[config.mk]
export PLATFORM = sky130hd
export DESIGN_NAME = picomips_core_flat
export DESIGN_NICKNAME = d
export VERILOG_FILES = /design/src/rtl/picomips_pkg.sv /design/src/rtl/picomips_if.sv /design/src/rtl/picomips_regfile.sv /design/src/rtl/picomips_core.sv /design/src/flat_wrapper.sv
export SDC_FILE = /design/constraint.sdc
export NUM_CORES = 1
export LEC_CHECK = 0
export CORE_UTILIZATION = 50
export DETAILED_ROUTE_END_ITERATION = 12
export GPL_ROUTABILITY_DRIVEN = 0
export PLACE_DENSITY_LB_ADDON = 0.12
export SLEW_MARGIN = 15
export SYNTH_ARGS = -nofsm -noshare
export SYNTH_HDL_FRONTEND = slang
export SYNTH_HIERARCHICAL = 1
export SYNTH_SLANG_ARGS = --single-unit
[constraint.sdc]
create_clock -name Clock -period 6.2 [get_ports Clock]
set_clock_uncertainty 0.15 [all_clocks]
set_input_delay 0.62 -clock Clock [delete_from_list [all_inputs] [get_ports Clock]]
set_output_delay 0.62 -clock Clock [all_outputs]
set_load 0.05 [all_outputs]
[src/rtl/picomips_pkg.sv]
// picomips_pkg: opcodes, FSM states and instruction field helpers for the picoMips core
package picomips_pkg;

   localparam int OPC_W = 4;

   typedef enum logic [OPC_W-1:0] {
      OP_NOP  = 4'd0,
      OP_LDI  = 4'd1,
      OP_LDR  = 4'd2,
      OP_STR  = 4'd3,
      OP_ADDI = 4'd4,
      OP_ADDR = 4'd5,
      OP_MULI = 4'd6,
      OP_MULR = 4'd7,
      OP_IN   = 4'd8,
      OP_OUT  = 4'd9,
      OP_BZ   = 4'd10,
      OP_JMP  = 4'd11,
      OP_HALT = 4'd12
   } opcode_e;

   typedef enum logic [1:0] {FETCH, EXEC, HALT} state_e;

   // Instructions are passed zero-extended to 64 bits so one helper serves every width.
   function automatic logic [OPC_W-1:0] f_opc(input logic [63:0] ins, input int reg_aw, input int data_w);
      return ins[reg_aw+data_w +: OPC_W];
   endfunction

   function automatic logic [63:0] f_reg(input logic [63:0] ins, input int reg_aw, input int data_w);
      return (ins >> data_w) & ((64'd1 << reg_aw) - 64'd1);
   endfunction

   function automatic logic [63:0] f_imm(input logic [63:0] ins, input int data_w);
      return ins & ((64'd1 << data_w) - 64'd1);
   endfunction

endpackage

[src/rtl/picomips_if.sv]
// picomips_if: program-memory port, input handshake and output strobe of the core
interface picomips_if
   import picomips_pkg::*;
#(
   parameter int DATA_W   = 8,
   parameter int NUM_REGS = 4,
   parameter int PC_W     = 5
);
   localparam int INSTR_W = OPC_W + $clog2(NUM_REGS) + DATA_W;

   logic [PC_W-1:0]    InstrAddr;
   logic [INSTR_W-1:0] Instr;
   logic [DATA_W-1:0]  InData;
   logic               InValid;
   logic               InReady;
   logic [DATA_W-1:0]  OutData;
   logic               OutValid;

   modport master (output InstrAddr, InReady, OutData, OutValid, input Instr, InData, InValid);
   modport slave  (input InstrAddr, InReady, OutData, OutValid, output Instr, InData, InValid);
endinterface

[src/rtl/picomips_regfile.sv]
// picomips_regfile: general registers, one write port and one combinational read port
module picomips_regfile #(
   parameter int NUM_REGS = 4,
   parameter int DATA_W   = 8
) (
   input  logic                        clk,
   input  logic                        rst_n,
   input  logic [$clog2(NUM_REGS)-1:0] addr,
   input  logic                        we,
   input  logic [DATA_W-1:0]           wdata,
   output logic [DATA_W-1:0]           rdata
);
   logic [DATA_W-1:0] regs [NUM_REGS];

   // storage: cleared by reset, written by STR
   always_ff @(posedge clk or negedge rst_n) begin
      if (!rst_n) begin
         for (int i = 0; i < NUM_REGS; i++) regs[i] <= '0;
      end else if (we) begin
         regs[addr] <= wdata;
      end
   end

   assign rdata = regs[addr];
endmodule

[src/rtl/picomips_core.sv]
// picomips_core: two-cycle accumulator core with branches, IN handshake, OUT strobe and halt
module picomips_core
   import picomips_pkg::*;
#(
   parameter int DATA_W   = 8,
   parameter int NUM_REGS = 4,
   parameter int PC_W     = 5
) (
   input  logic              Clock,
   input  logic              nReset,
   picomips_if.master        bus,
   output logic [DATA_W-1:0] Acc,
   output logic              Halted
);
   localparam int REG_AW = $clog2(NUM_REGS);
   localparam logic signed [DATA_W-1:0] S_MAX = {1'b0, {(DATA_W-1){1'b1}}};
   localparam logic signed [DATA_W-1:0] S_MIN = {1'b1, {(DATA_W-1){1'b0}}};

   state_e                   state, state_n;
   logic [PC_W-1:0]          pc, pc_n;
   logic signed [DATA_W-1:0] acc, acc_n, imm, rd, opnd, mul_res;
   logic signed [2*DATA_W-2:0] prod;
   logic [DATA_W-1:0]        out_data, out_n;
   logic                     out_valid, ov_n, we;
   logic [OPC_W-1:0]         opc;
   logic [REG_AW-1:0]        r;

   assign opc = f_opc(64'(bus.Instr), REG_AW, DATA_W);
   assign r   = REG_AW'(f_reg(64'(bus.Instr), REG_AW, DATA_W));
   assign imm = DATA_W'(f_imm(64'(bus.Instr), DATA_W));

   // The product only overflows 2*DATA_W-1 bits for MIN*MIN, which is saturated anyway.
   assign opnd    = (opc == OP_MULI) ? imm : rd;
   assign prod    = acc * opnd;
   assign mul_res = (acc == S_MIN && opnd == S_MIN) ? S_MAX : DATA_W'(prod >>> (DATA_W-1));

   picomips_regfile #(.NUM_REGS(NUM_REGS), .DATA_W(DATA_W)) u_regs (
      .clk  (Clock),
      .rst_n(nReset),
      .addr (r),
      .we   (we),
      .wdata(acc),
      .rdata(rd)
   );

   assign bus.InstrAddr = pc;
   assign bus.InReady   = (state == EXEC) && (opc == OP_IN);
   assign bus.OutData   = out_data;
   assign bus.OutValid  = out_valid;
   assign Acc           = acc;
   assign Halted        = (state == HALT);

   // architectural state register
   always_ff @(posedge Clock or negedge nReset) begin
      if (!nReset) begin
         state     <= FETCH;
         pc        <= '0;
         acc       <= '0;
         out_data  <= '0;
         out_valid <= 1'b0;
      end else begin
         state     <= state_n;
         pc        <= pc_n;
         acc       <= acc_n;
         out_data  <= out_n;
         out_valid <= ov_n;
      end
   end

   // next state: fetch one cycle, execute the next; IN waits in EXEC for InValid
   always_comb begin
      state_n = state;
      pc_n    = pc;
      acc_n   = acc;
      out_n   = out_data;
      ov_n    = 1'b0;
      we      = 1'b0;
      if (state == FETCH) begin
         state_n = EXEC;
      end else if (state == EXEC) begin
         state_n = FETCH;
         pc_n    = pc + PC_W'(1);
         case (opc)
            OP_LDI:           acc_n = imm;
            OP_LDR:           acc_n = rd;
            OP_STR:           we = 1'b1;
            OP_ADDI:          acc_n = acc + imm;
            OP_ADDR:          acc_n = acc + rd;
            OP_MULI, OP_MULR: acc_n = mul_res;
            OP_IN: begin
               acc_n   = bus.InValid ? bus.InData : acc;
               state_n = bus.InValid ? FETCH : EXEC;
               pc_n    = bus.InValid ? pc + PC_W'(1) : pc;
            end
            OP_OUT: begin
               out_n = acc;
               ov_n  = 1'b1;
            end
            OP_BZ:            pc_n = (acc == '0) ? imm[PC_W-1:0] : pc + PC_W'(1);
            OP_JMP:           pc_n = imm[PC_W-1:0];
            OP_HALT: begin
               state_n = HALT;
               pc_n    = pc;
            end
            default: ;
         endcase
      end
   end
endmodule

[src/flat_wrapper.sv]
// flat-port wrapper written by rule: the top's interface ports become plain ports
module picomips_core_flat import picomips_pkg::*;
#(
   parameter int DATA_W   = 8,
   parameter int NUM_REGS = 4,
   parameter int PC_W     = 5
)
  (Clock, nReset, Acc, Halted, bus_InstrAddr, bus_InReady, bus_OutData, bus_OutValid, bus_Instr, bus_InData, bus_InValid);
  picomips_if #(.DATA_W(DATA_W), .NUM_REGS(NUM_REGS), .PC_W(PC_W)) bus_i ();
  input  logic Clock;
  input  logic nReset;
  output logic [DATA_W-1:0] Acc;
  output logic Halted;
  output wire logic [$bits(bus_i.InstrAddr)-1:0] bus_InstrAddr;
  output wire logic [$bits(bus_i.InReady)-1:0] bus_InReady;
  output wire logic [$bits(bus_i.OutData)-1:0] bus_OutData;
  output wire logic [$bits(bus_i.OutValid)-1:0] bus_OutValid;
  input wire logic [$bits(bus_i.Instr)-1:0] bus_Instr;
  input wire logic [$bits(bus_i.InData)-1:0] bus_InData;
  input wire logic [$bits(bus_i.InValid)-1:0] bus_InValid;
  assign bus_InstrAddr = bus_i.InstrAddr;
  assign bus_InReady = bus_i.InReady;
  assign bus_OutData = bus_i.OutData;
  assign bus_OutValid = bus_i.OutValid;
  assign bus_i.Instr = bus_Instr;
  assign bus_i.InData = bus_InData;
  assign bus_i.InValid = bus_InValid;
  picomips_core #(.DATA_W(DATA_W), .NUM_REGS(NUM_REGS), .PC_W(PC_W)) u_core (.Clock(Clock), .nReset(nReset), .bus(bus_i), .Acc(Acc), .Halted(Halted));
endmodule
==> metrics.json, run 1 <==
{
  "run_status": {
    "run_status": "finished clean"
  },
  "placed_design": {
    "detailed_place_hpwl_um": 12000,
    "portBuffers": 48,
    "place_inst": 816,
    "placed_area_mm2": 0.00676,
    "post-place-ws_ns": -0.428
  },
  "worst_setup_path": {
    "critical_path_class": "in2reg",
    "setup_crit_end_kind": "flop",
    "critPathRequiredTime_ns": 6.24,
    "cp_num_buf_inv": 7,
    "worstPathCellList": "clkdlybuf4s50_1, nor4bb_4, buf_12, buf_6, mux2i_2, and2b_2, fa_1, inv_1, fa_1, inv_1, fa_1, inv_1, fa_1, inv_1, ha_4, nand2_2, o32ai_4, o311a_1, o21a_1, nand3_2, a21o_1, a221o_1",
    "critical_path.top_delay_family": "adder cells",
    "cp-start-kind": "input pin",
    "arrival_ns": 6.10,
    "worst_path_largest_cell_delay_ns": 0.53,
    "critical_path.slowest_cell": "sky130_fd_sc_hd__fa_1",
    "critPathMaxFanout": 8
  },
  "final_layout": {
    "most-common-layout-cells": "sky130_fd_sc_hd__inv_1 (82), sky130_fd_sc_hd__buf_4 (57), sky130_fd_sc_hd__dfrtp_1 (56)",
    "post_route_cells_drive_above_1_share": 0.235,
    "final-instance-count-excl-fill": 833,
    "most_common_cell_after_layout_fill_and_taps_aside": "sky130_fd_sc_hd__inv_1",
    "finish.net_count": 798,
    "postLayoutCellArea_mm2": 0.00708,
    "syn_to_final_growth_pct": 21.4,
    "num_antenna_cells": 0
  },
  "clock_network": {
    "cts_inserted_buffers": 5,
    "clock_sinks": 56,
    "cts_max_path_buffers": 2,
    "h-tree-depth": 2,
    "cts_tree": "done",
    "clkLatencyLatePin_ns": 0.30,
    "path_clk_slew_ns": 0.08,
    "clock_tree.root_cell": "sky130_fd_sc_hd__clkbuf_16",
    "cts_hold_repair.buffers": 0
  },
  "floorplanning": {
    "fp.dieArea_mm2": 0.0121,
    "start_util": 0.513,
    "area_of_the_core_mm2": 0.0114,
    "dieHeight_um": 110,
    "rows": 39,
    "pin_count": 49,
    "die_x_um": 110
  },
  "power": {
    "power.share.clock": 0.120,
    "max-vdd-ir-drop_mv": 0.233,
    "power_switching_share": 0.485,
    "combinationalPowerShare": 0.627,
    "p_switching_mw": 1.22,
    "power_leakage_nw": 3.47,
    "power.share.sequential": 0.253,
    "cellInternalPower_mw": 1.29,
    "power.density_cell_area_mw_per_mm2": 355
  },
  "synth": {
    "synthesis.instances": 592,
    "synthDominantAreaCellType": "sky130_fd_sc_hd__dfrtp_1",
    "synth.avg_cell_area_um2": 9.85,
    "postSynthNetCount": 701,
    "synth_edf_count": 0,
    "synth_async_sr_flop_share": 1.00,
    "synth_top_cell_area_share": 0.240,
    "seq_area_frac_synth": 0.240,
    "yosys-top-cells-area": "sky130_fd_sc_hd__dfrtp_1 (24%), sky130_fd_sc_hd__fa_1 (18%), sky130_fd_sc_hd__mux2_2 (8.3%)",
    "synth_cell_types": 74,
    "synth_seq_cells": 56,
    "postSynth.topFlopCell": "sky130_fd_sc_hd__dfrtp_1",
    "synthesis.area_mm2": 0.00583,
    "synth_warnings": 6
  },
  "route": {
    "num_vias": 4616,
    "antenna_left": 0,
    "detail_route.wl_per_cell_um": 18.5,
    "drt_pre_antenna_iters": 5,
    "vias_per_cell": 5.54,
    "drt-initial-drc-count": 289,
    "wirelength_routed_um": 15400,
    "post-route-drc-count": 0
  },
  "timing": {
    "max_slew.worst_pin.slew_ns": 0.893,
    "maxSlewViolCount": 0,
    "post-route-period-util": 0.978,
    "finish_stage_setup_viols": 0,
    "grt_setup_unrepaired": "true",
    "max_freq_mhz": 165,
    "hold_viol_final": 0,
    "setup_ws_ns": 0.136,
    "relative_max_transition_margin": 0.402,
    "period_needed_ns": 6.06
  },
  "grt": {
    "global_route_wire_length_before_repair_um": 24100,
    "grt_antenna_before_repair": 0,
    "grt_start_max_net_pins": 57,
    "grt_remaining_overflow": 0,
    "first_global_vias": 4606,
    "globalRouteTotalUtil": 0.269
  },
  "job": {
    "drv_cap": 0
  },
  "hold_path": {
    "holdCritPathClass": "in2async"
  }
}
## routing by layer
layer / up-vias / track usage / part of all wire
met3: 31 / 0.0341 / 0.044
met2: 129 / 0.435 / 0.47
li1: 2171 / - / -
met1: 2285 / 0.374 / 0.45
met5: - / 0 / 0
met4: 0 / 0.0886 / 0.033
## power by group through the flow
stage / registers [mW] / logic (mW) / clock network, mW
final: 0.636 / 1.57 / 0.301
after global routing: 0.655 / 1.73 / 0.323
after CTS: 0.637 / 1.54 / 0.312
after detailed placement: 0.644 / 1.53 / 0
after global placement: 0.637 / 1.50 / 0
after floorplan: 0.765 / 0.860 / 0
## cell type report
type,count,area [um2]
fill,942,4290
multi-input combinational,433,4040
sequential,56,1400
timing repair buffer,110,993
inverter,83,312
tap,143,179
clock buffer,5,125
clock inverter,3,28.8
## stage by stage
step / hold slack, ns / utilization / setup TNS (ns) / power [mW]
floorplan: 0.174 / - / 0 / 1.63
global placement: 0.310 / 0.594 / -1.92 / 2.13
detailed placement: 0.313 / 0.594 / -2.43 / 2.17
CTS: 0.329 / 0.610 / 0 / 2.49
global route: 0.361 / 0.623 / -0.117 / 2.70
finish: 0.304 / 0.623 / 0 / 2.51
## worst paths after layout
kind                                    endpoint              startpoint  slack, ns  cells past startpoint
max reg2reg                        u_core/Acc[6]  u_core/u_regs/regs[12]       0.66                     19
max                                u_core/Acc[7]           bus_Instr[11]       0.14                     22
min                        u_core/bus.OutData[7]                  nReset       0.30                      2
min in group Clock         u_core/bus.OutData[4]   u_core/bus.OutData[4]       0.33                      2
min reg2reg                u_core/bus.OutData[4]   u_core/bus.OutData[4]       0.33                      2
max in group asynchronous          u_core/Acc[7]                  nReset       5.11                      2
## state kept, by name (all words and copies together), names as in the netlist
signal	count
u_core/bus.InstrAddr	5
u_core/state	2
u_core/Acc	8
u_core/u_regs/regs	32
u_core/bus.OutValid	1
u_core/bus.OutData	8
## cells by family (layout without fill, tap and decap cells)
kind of cell | Yosys count | after routing | share of synthesized area
flip-flops | 56 | 56 | 0.240
AND/OR/NAND/NOR | 181 | 181 | 0.173
multiplexers | 62 | 62 | 0.135
XOR/XNOR | 18 | 18 | 0.0270
AO/OA/AOI/OAI | 88 | 88 | 0.0987
adder cells (fa/ha/maj) | 84 | 84 | 0.246
buffers and inverters | 103 | 201 | 0.0792
## synthesized netlist by cell type, types with 5 or more instances
cell and instances:
sky130_fd_sc_hd__nor2b_1 11, sky130_fd_sc_hd__nand2_1 43, sky130_fd_sc_hd__dfrtp_1 56, sky130_fd_sc_hd__mux2i_1 10, sky130_fd_sc_hd__inv_1 82, sky130_fd_sc_hd__xnor2_1 14
sky130_fd_sc_hd__clkbuf_1 9, sky130_fd_sc_hd__o22ai_1 9, sky130_fd_sc_hd__and2b_1 10, sky130_fd_sc_hd__fa_1 51, sky130_fd_sc_hd__and2b_2 6, sky130_fd_sc_hd__o21ai_0 17
sky130_fd_sc_hd__a21oi_1 24, sky130_fd_sc_hd__and2_1 13, sky130_fd_sc_hd__ha_1 33, sky130_fd_sc_hd__mux2_2 43, sky130_fd_sc_hd__nand2b_1 7, sky130_fd_sc_hd__buf_6 6
sky130_fd_sc_hd__nor2_1 55, sky130_fd_sc_hd__mux4_2 5
## worst reg2reg max path, delay by kind of cell (launching register included)
kind / cells / cell delay [ns]
buffers and inverters: 5 / 0.38
AO/OA/AOI/OAI: 4 / 0.52
adder cells (fa/ha/maj): 5 / 2.44
XOR/XNOR: 1 / 0.13
AND/OR/NAND/NOR: 2 / 0.68
flip-flops: 1 / 0.39
multiplexers: 2 / 0.79
## repair_timing
item                       in CTS  in global routing
buffers inserted                0                  8
setup endpoints to repair       4                  7
gates cloned                    0                  1
pin swaps                       2                  7
resized for setup               6                 18
Power figures use the tool's default switching activity.
==> run 2, diff against run 1 <==
--- a/config.mk
+++ b/config.mk
@@ -9,6 +9,7 @@
 export DETAILED_ROUTE_END_ITERATION = 12
 export GPL_ROUTABILITY_DRIVEN = 0
 export PLACE_DENSITY_LB_ADDON = 0.12
+export REMOVE_ABC_BUFFERS = 1
 export SLEW_MARGIN = 15
 export SYNTH_ARGS = -nofsm -noshare
 export SYNTH_HDL_FRONTEND = slang
==> run 2 against run 1 <==
Global-route usage up 0.37 points; non-clock buffer count increased by 10; clock power about the same; combinational power barely moved; die area stayed put; count of clock-buffer cells in the layout did not move; critical path depth down 1; setup slack gained 0.11 ns; sequential power shrank 5.7%; cell count is 1.2% higher.
==> metrics.json, run 2 (synthesis results as in run 1) <==
{
  "worst_setup_path": {
    "critical_path.top_delay_family": "adder cells",
    "critical_path_class": "in2reg",
    "cp_num_buf_inv": 6,
    "worst_path_largest_cell_delay_ns": 0.54,
    "cp-start-kind": "input pin",
    "critical_path.slowest_cell": "sky130_fd_sc_hd__fa_1",
    "setup_crit_end_kind": "flop",
    "worst_path_most_repeated_cell": "sky130_fd_sc_hd__fa_1",
    "critPathRequiredTime_ns": 6.25,
    "worstPathCellList": "clkdlybuf4s50_1, buf_4, mux4_2, mux2i_2, buf_4, buf_4, and2b_1, fa_1, fa_1, fa_1, inv_1, fa_1, inv_1, ha_1, o21a_1, or2_2, o311a_1, o21a_2, nand3_2, a311oi_1, a221o_1",
    "arrival_ns": 6.00,
    "critPathMaxFanout": 7
  },
  "placed_design": {
    "detailed_place_hpwl_um": 12000,
    "post-place-ws_ns": -0.631,
    "portBuffers": 48,
    "place_inst": 826
  },
  "route": {
    "drt-initial-drc-count": 332,
    "antenna_left": 0,
    "detail_route.wl_per_cell_um": 18.3,
    "drt_pre_antenna_iters": 5,
    "num_vias": 4592,
    "vias_per_cell": 5.45,
    "wirelength_routed_um": 15500,
    "post-route-drc-count": 0
  },
  "final_layout": {
    "most_common_cell_after_layout_fill_and_taps_aside": "sky130_fd_sc_hd__inv_1",
    "top_register_by_number_of_flip_flops": "u_core/u_regs/regs",
    "finish.net_count": 808,
    "num_antenna_cells": 0,
    "syn_to_final_growth_pct": 22.6,
    "final-instance-count-excl-fill": 843,
    "n_fill_cell": 936,
    "most-common-layout-cells": "sky130_fd_sc_hd__inv_1 (82), sky130_fd_sc_hd__buf_4 (68), sky130_fd_sc_hd__dfrtp_1 (56)",
    "post_route_cells_drive_above_1_share": 0.247,
    "largest_register_ff_count": 32
  },
  "clock_network": {
    "clock_sinks": 56,
    "cts_max_path_buffers": 2,
    "h-tree-depth": 2,
    "cts_tree": "done",
    "cts_inserted_buffers": 5,
    "path_clk_slew_ns": 0.08,
    "clkLatencyLatePin_ns": 0.31,
    "clock_tree.root_cell": "sky130_fd_sc_hd__clkbuf_16"
  },
  "timing": {
    "finalHoldWorstSlack_ns": 0.308,
    "setup-tns-final_ns": 0,
    "grt_setup_unrepaired": "false",
    "maxSlewViolCount": 0,
    "max_slew.worst_pin.slew_ns": 0.809,
    "max_freq_mhz": 168,
    "finish_stage_setup_viols": 0,
    "post-route-period-util": 0.961,
    "setup_ws_ns": 0.245,
    "hold_viol_final": 0,
    "period_needed_ns": 5.96,
    "relative_max_transition_margin": 0.458
  },
  "job": {
    "drv_cap": 0
  },
  "floorplanning": {
    "start_util": 0.513,
    "area_of_the_core_mm2": 0.0114,
    "rows": 39,
    "fp.dieArea_mm2": 0.0121,
    "pin_count": 49,
    "dieHeight_um": 110,
    "die_x_um": 110
  },
  "grt": {
    "grt_start_max_net_pins": 57,
    "global_route_wire_length_before_repair_um": 24400,
    "globalRouteTotalUtil": 0.272,
    "grt_antenna_before_repair": 0,
    "grt_remaining_overflow": 0,
    "first_global_vias": 4631
  },
  "power": {
    "power_leakage_nw": 3.56,
    "max-vdd-ir-drop_mv": 0.265,
    "power.density_cell_area_mw_per_mm2": 350
  },
  "run_status": {
    "run_status": "finished clean"
  },
  "hold_path": {
    "holdCritPathClass": "in2async"
  }
}
run 2: worst paths after layout:
check | slack [ns] | end | start | cells after the start
setup / recovery | 0.24 | u_core/Acc[7] | bus_Instr[9] | 21
hold / removal | 0.31 | u_core/bus.OutValid | nReset | 2
setup reg to reg | 0.60 | u_core/Acc[6] | u_core/u_regs/regs[4] | 19
hold reg to reg | 0.35 | u_core/bus.OutData[0] | u_core/bus.OutData[0] | 2
max in group asynchronous | 5.11 | u_core/bus.InstrAddr[2] | nReset | 2
min in group Clock | 0.35 | u_core/bus.OutData[0] | u_core/bus.OutData[0] | 2
run 2: repair_timing:
item                       CTS  global route
pin swaps                    1             8
gates cloned                 0             1
setup endpoints to repair    3             6
hold buffers                 0             0
gates resized for setup     10            15
buffers inserted             0             8
run 2: layer usage:
metal / track usage / share of wire / up-vias
li1: - / - / 2185
met1: 0.383 / 0.45 / 2237
met2: 0.441 / 0.48 / 143
met3: 0.0370 / 0.048 / 27
met4: 0.0781 / 0.022 / 0
met5: 0 / 0 / -
run 2: through the flow:
stage	power, mW	utilization	instance area, um2
after floorplan	1.59	-	5680
after global placement	2.13	0.600	6820
after detailed placement	2.17	0.600	6820
after CTS	2.48	0.616	7000
after global routing	2.70	0.629	7150
final	2.50	0.629	7150
run 2: cell type report:
type                            count  area [um2]  share of cell area
Multi-Input combinational cell    433        4040               0.565
Sequential cell                    56        1400               0.196
Timing Repair Buffer              120        1070               0.149
Inverter                           83         312              0.0436
Tap cell                          143         179              0.0250
Clock buffer                        5         125              0.0175
Clock inverter                      3        25.0             0.00350
run 2: where the power goes:
group	switching (mW)	total [mW]	internal, mW
Combinational	0.939	1.60	0.664
Sequential	0.130	0.600	0.470
Clock	0.147	0.300	0.153
run 2: worst register-to-register path, cell delays in order (launching register included):
cell                      delay (ns)
sky130_fd_sc_hd__dfrtp_1        0.40
sky130_fd_sc_hd__mux4_2         0.50
sky130_fd_sc_hd__mux2_2         0.29
sky130_fd_sc_hd__buf_4          0.16
sky130_fd_sc_hd__and2_1         0.17
sky130_fd_sc_hd__fa_1           0.54
sky130_fd_sc_hd__inv_1          0.07
sky130_fd_sc_hd__fa_1           0.53
sky130_fd_sc_hd__inv_1          0.05
sky130_fd_sc_hd__fa_1           0.52
sky130_fd_sc_hd__inv_1          0.05
sky130_fd_sc_hd__fa_1           0.52
sky130_fd_sc_hd__inv_1          0.04
sky130_fd_sc_hd__ha_1           0.31
sky130_fd_sc_hd__a21oi_1        0.12
sky130_fd_sc_hd__or4b_4         0.51
sky130_fd_sc_hd__a21oi_4        0.19
sky130_fd_sc_hd__xnor2_2        0.14
sky130_fd_sc_hd__o21ai_1        0.08
sky130_fd_sc_hd__a21oi_1        0.17
